File: src/rtl/mem_access_unit.sv
// mem_access_unit: MEM-stage memory access unit.
// Consumes the EXE/MEM register outputs, runs a req/ack transaction on the
// data-memory port for loads and stores, stalls upstream while a transaction
// is outstanding, and drives the MEM/WB pipeline register.
//
// Ports:
//   clk, clrn                 clock (rising edge), async active-low reset
//   mem_result, mem_rb        ALU result (address / wb value), store data
//   mem_wmem, mem_m2reg       store / load request
//   mem_wreg, mem_rn          register write enable, destination register
//   dm_req, dm_we             memory request and write strobe (registered)
//   dm_addr, dm_wdata         memory address and store data (registered)
//   dm_rdata, dm_ack          load data and transaction-complete from memory
//   mem_stall                 combinational hold for EXE/MEM and earlier stages
//   wb_data, wb_rn, wb_wreg   MEM/WB register outputs
//   mem_err                   sticky timeout flag
module mem_access_unit #(
   parameter int unsigned MAX_WAIT = 15
) (
   input  logic        clk,
   input  logic        clrn,
   input  logic [31:0] mem_result,
   input  logic [31:0] mem_rb,
   input  logic        mem_wmem,
   input  logic        mem_m2reg,
   input  logic        mem_wreg,
   input  logic [4:0]  mem_rn,
   output logic        dm_req,
   output logic        dm_we,
   output logic [31:0] dm_addr,
   output logic [31:0] dm_wdata,
   input  logic [31:0] dm_rdata,
   input  logic        dm_ack,
   output logic        mem_stall,
   output logic [31:0] wb_data,
   output logic [4:0]  wb_rn,
   output logic        wb_wreg,
   output logic        mem_err
);

   localparam int unsigned DW = 32;
   localparam int unsigned RW = 5;
   localparam int unsigned CW = 8;

   typedef enum logic [1:0] {
      IDLE = 2'd0,
      BUSY = 2'd1,
      DONE = 2'd2
   } state_t;

   state_t        state, state_nxt;
   logic [DW-1:0] rbuf, rbuf_nxt;
   logic [CW-1:0] wcnt, wcnt_nxt;
   logic          dm_req_nxt, dm_we_nxt;
   logic [DW-1:0] dm_addr_nxt, dm_wdata_nxt;
   logic [DW-1:0] wb_data_nxt;
   logic [RW-1:0] wb_rn_nxt;
   logic          wb_wreg_nxt, mem_err_nxt;
   logic          access;

   assign access = mem_wmem | mem_m2reg;

   // State and registered outputs
   always_ff @(posedge clk or negedge clrn) begin
      if (!clrn) begin
         state    <= IDLE;
         rbuf     <= '0;
         wcnt     <= '0;
         dm_req   <= 1'b0;
         dm_we    <= 1'b0;
         dm_addr  <= '0;
         dm_wdata <= '0;
         wb_data  <= '0;
         wb_rn    <= '0;
         wb_wreg  <= 1'b0;
         mem_err  <= 1'b0;
      end else begin
         state    <= state_nxt;
         rbuf     <= rbuf_nxt;
         wcnt     <= wcnt_nxt;
         dm_req   <= dm_req_nxt;
         dm_we    <= dm_we_nxt;
         dm_addr  <= dm_addr_nxt;
         dm_wdata <= dm_wdata_nxt;
         wb_data  <= wb_data_nxt;
         wb_rn    <= wb_rn_nxt;
         wb_wreg  <= wb_wreg_nxt;
         mem_err  <= mem_err_nxt;
      end
   end

   // Next-state, next-register values and the combinational stall
   always_comb begin
      state_nxt    = state;
      rbuf_nxt     = rbuf;
      wcnt_nxt     = wcnt;
      dm_req_nxt   = dm_req;
      dm_we_nxt    = dm_we;
      dm_addr_nxt  = dm_addr;
      dm_wdata_nxt = dm_wdata;
      wb_data_nxt  = wb_data;
      wb_rn_nxt    = wb_rn;
      wb_wreg_nxt  = wb_wreg;
      mem_err_nxt  = mem_err;
      mem_stall    = 1'b0;

      unique case (state)
         IDLE: begin
            if (access) begin
               mem_stall    = 1'b1;
               dm_req_nxt   = 1'b1;
               dm_we_nxt    = mem_wmem;
               dm_addr_nxt  = mem_result;
               dm_wdata_nxt = mem_rb;
               wcnt_nxt     = '0;
               state_nxt    = BUSY;
            end else begin
               wb_data_nxt = mem_result;
               wb_rn_nxt   = mem_rn;
               wb_wreg_nxt = mem_wreg;
            end
         end

         BUSY: begin
            mem_stall = 1'b1;
            if (dm_ack) begin
               // dm_we is the latched store/load decision for this transaction
               dm_req_nxt = 1'b0;
               rbuf_nxt   = dm_we ? mem_result : dm_rdata;
               state_nxt  = DONE;
            end else if (wcnt == CW'(MAX_WAIT - 1)) begin
               dm_req_nxt  = 1'b0;
               rbuf_nxt    = '0;
               mem_err_nxt = 1'b1;
               state_nxt   = DONE;
            end else begin
               wcnt_nxt = wcnt + CW'(1);
            end
         end

         DONE: begin
            // Upstream advances on this edge, so WB loads exactly once per op
            wb_data_nxt = rbuf;
            wb_rn_nxt   = mem_rn;
            wb_wreg_nxt = mem_wreg & ~mem_wmem;
            state_nxt   = IDLE;
         end

         default: begin
            state_nxt = IDLE;
         end
      endcase
   end

endmodule

File: config.mk
export PLATFORM = sky130hd
export DESIGN_NAME = mem_access_unit
export DESIGN_NICKNAME = d
export VERILOG_FILES = /design/src/rtl/mem_access_unit.sv
export SDC_FILE = /design/constraint.sdc
export NUM_CORES = 1
export LEC_CHECK = 0
export ABC_AREA = 0
export BUFFER_PORTS_ARGS = -buffer_cell sky130_fd_sc_hd__buf_4
export CAP_MARGIN = 20
export CORE_MARGIN = 8
export CORE_UTILIZATION = 50
export CTS_CLUSTER_DIAMETER = 30
export DETAILED_ROUTE_END_ITERATION = 12
export MAX_ROUTING_LAYER = met4
export PLACE_DENSITY = 0.79
export SYNTH_ARGS = -nofsm -noshare
export SYNTH_HDL_FRONTEND = slang
export SYNTH_SLANG_ARGS = --single-unit
File: constraint.sdc
create_clock -name clk -period 2.4 [get_ports clk]
set_input_delay 0.36 -clock clk [delete_from_list [all_inputs] [get_ports clk]]
set_output_delay 0.36 -clock clk [all_outputs]
set_load 0.1 [all_outputs]
==> metrics <==
slew at the pin with the worst max-slew slack approximately 1100 ps; Clock Sinks between 100 and 150; reg-to-reg endpoint rbuf[11]$_DFFE_PN0P_; drt wl/cell ~18 um; CTS buffer count 17; Fin Clk Skew 8.91 ps; post-layout util 0.697; Ports approximately 210; Worst Setup SP wcnt[0]$_DFFE_PN0P_; clk root buf clkbuf_16; Most used DFF post-synth dfrtp_1; largest net degree at the start of global routing 74; global route total overflow 0; Total Wirelength roughly 18000 um; HP Class input pin to register; count of buffers from port buffering around 210; Die Height 128 um; top cell type's share of synthesized area 0.583; Yosys top cell by area dfrtp_1; Avg Inst Size Synth 10.5 um^2; share of post-route cells with drive strength above 1 0.375; end of the critical path rbuf[11]$_DFFE_PN0P_; Yosys warning total 0; sequential area share after synthesis 0.583; worst slack, placed about 310 ps; reg-to-reg startpoint wcnt[0]$_DFFE_PN0P_; commonest non-fill, non-tap cells in the layout nand2_1, buf_4, dfrtp_1; Yosys cell types 38; initial drt markers between 300 and 400; final setup TNS 0 ps; max-slew violations 0; DPL Wire Length 13300 um; worst reg-to-reg setup slack around 350 ps; initial antenna violation count 0; die area 16500 um^2; Worst-path clk slew 60 ps; Worst EP required approximately 2700 ps; number of synthesized flops with an enable pin 0; Max Root-Sink Buffers 2; #FFs+latches synth about 150; Initial Utilization 0.506; GP Congestion 0.883; CTS Hold Bufs 1; RSZ-0062 raised after global routing false; status finished clean; WS Path Type register to register; vias per cell 5.24; DRC viols 0; core area around 12000 um^2; Setup crit end kind register; Peak Freq just under 500 MHz; crit share post-route 0.852; first-pass GRT wire length 28500 um; maxcap violations 0; Layout area overhead 37.9%; Final setup viols 0; Final Hold Fails 0; Setup WS post-layout approximately 350 ps; row cnt between 40 and 50; Worst Reg-to-Reg Cells 7; Tmin final about 2000 ps; Post-DRT Antenna Nets 0; peak fanout along the critical path 19; router iterations before antenna repair 5; die width ~130 um; Post-Syn Nets slightly above 700; number of global-route vias before repair 5522; Post-Syn Area roughly 6300 um^2; ANT cells 0; largest cells by area after synthesis dfrtp_1, nand2_1, mux2i_1; commonest non-fill, non-tap cell in the layout nand2_1; CTS tree yes; Post-CTS Setup Repair Bufs 0; via count roughly 5200; Relative slew margins 0.295; clk_lat worst skew 410 ps; Tot GR Track Use 0.229; crit start category register; number of H-tree levels 4; cell count after synthesis 602; Async S/R FF share, synth 1.00; CP arrival between 2000 and 2500 ps; CTS resizes 0; Final nets between 900 and 1000
## layout make-up
cell class | instances | area [um^2]
Tap cell | 172 | 215
Sequential cell | 147 | 3680
Timing Repair Buffer | 227 | 1740
Inverter | 3 | 23.8
Clock inverter | 4 | 47.5
Multi-Input combinational cell | 416 | 2480
Clock buffer | 25 | 515
Fill cell | 944 | 3770
## worst max-delay path, cell delays in order (launching register included)
cell and delay, ps:
dfrtp_1 400, inv_1 60, ha_1 180, or4b_4 240, nor2_4 60, o21ai_4 470, clkinv_8 200, o221a_2 320
## kinds of logic after synthesis
family                   share of synthesized area
AO/OA/AOI/OAI                                0.103
adder cells (fa/ha/maj)                    0.00397
buffers and inverters                       0.0294
flip-flops                                   0.583
multiplexers                                 0.118
AND/OR/NAND/NOR                              0.162
## cell usage after synthesis (3+ instances only)
library cell and instances:
clkbuf_1 24, mux2_2 23, buf_2 8, mux2i_1 47, nor2_1 9, buf_1 3
a21oi_1 4, o2bb2ai_1 14, dfrtp_1 147, nand2_1 228, a31oi_1 3, o221a_2 18
nand3_1 5, o21ai_0 37
## per-stage QoR
| stage | instance area, um^2 | instances | hold WS, ps |
|---|---|---|---|
| CTS | 8690 | 994 | 116 |
| global route | 8690 | 994 | 126 |
| finish | 8690 | 994 | 134 |
| global placement | 8120 | 964 | 421 |
| detailed placement | 8120 | 964 | 428 |
| floorplan | 6300 | 602 | 64.4 |
## worst min-delay path by stage
stage	depth (start not counted)	slack [ps]	to	start
2_1_floorplan	0	60	dm_addr[0]$_DFFE_PN0P_	clrn
3_3_place_gp	1	420	dm_addr[14]$_DFFE_PN0P_	clrn
3_5_place_dp	1	430	dm_addr[13]$_DFFE_PN0P_	clrn
4_1_cts	3	120	dm_wdata[22]$_DFFE_PN0P_	mem_rb[22]
5_1_grt	3	130	dm_wdata[15]$_DFFE_PN0P_	mem_rb[15]
6_report	3	130	dm_wdata[22]$_DFFE_PN0P_	mem_rb[22]
## state kept, by name (all words and copies together), names as in the netlist, 2 cells and up
register	count
dm_addr	32
dm_wdata	32
rbuf	32
wb_data	32
wcnt	8
wb_rn	5
state	2
## routing by layer
metal	wire (um)	up-vias	part of all wire	track usage
met5	0	-	0	-
met4	201	0	0.011	0.0706
met3	1550	12	0.086	0.0815
met2	8760	217	0.48	0.355
met1	7580	2533	0.42	0.274
li1	-	2451	-	-
Power is left out: the tool's default activity adds up to more than one toggle a clock period on the data nets, which glitch-free logic cannot reach.
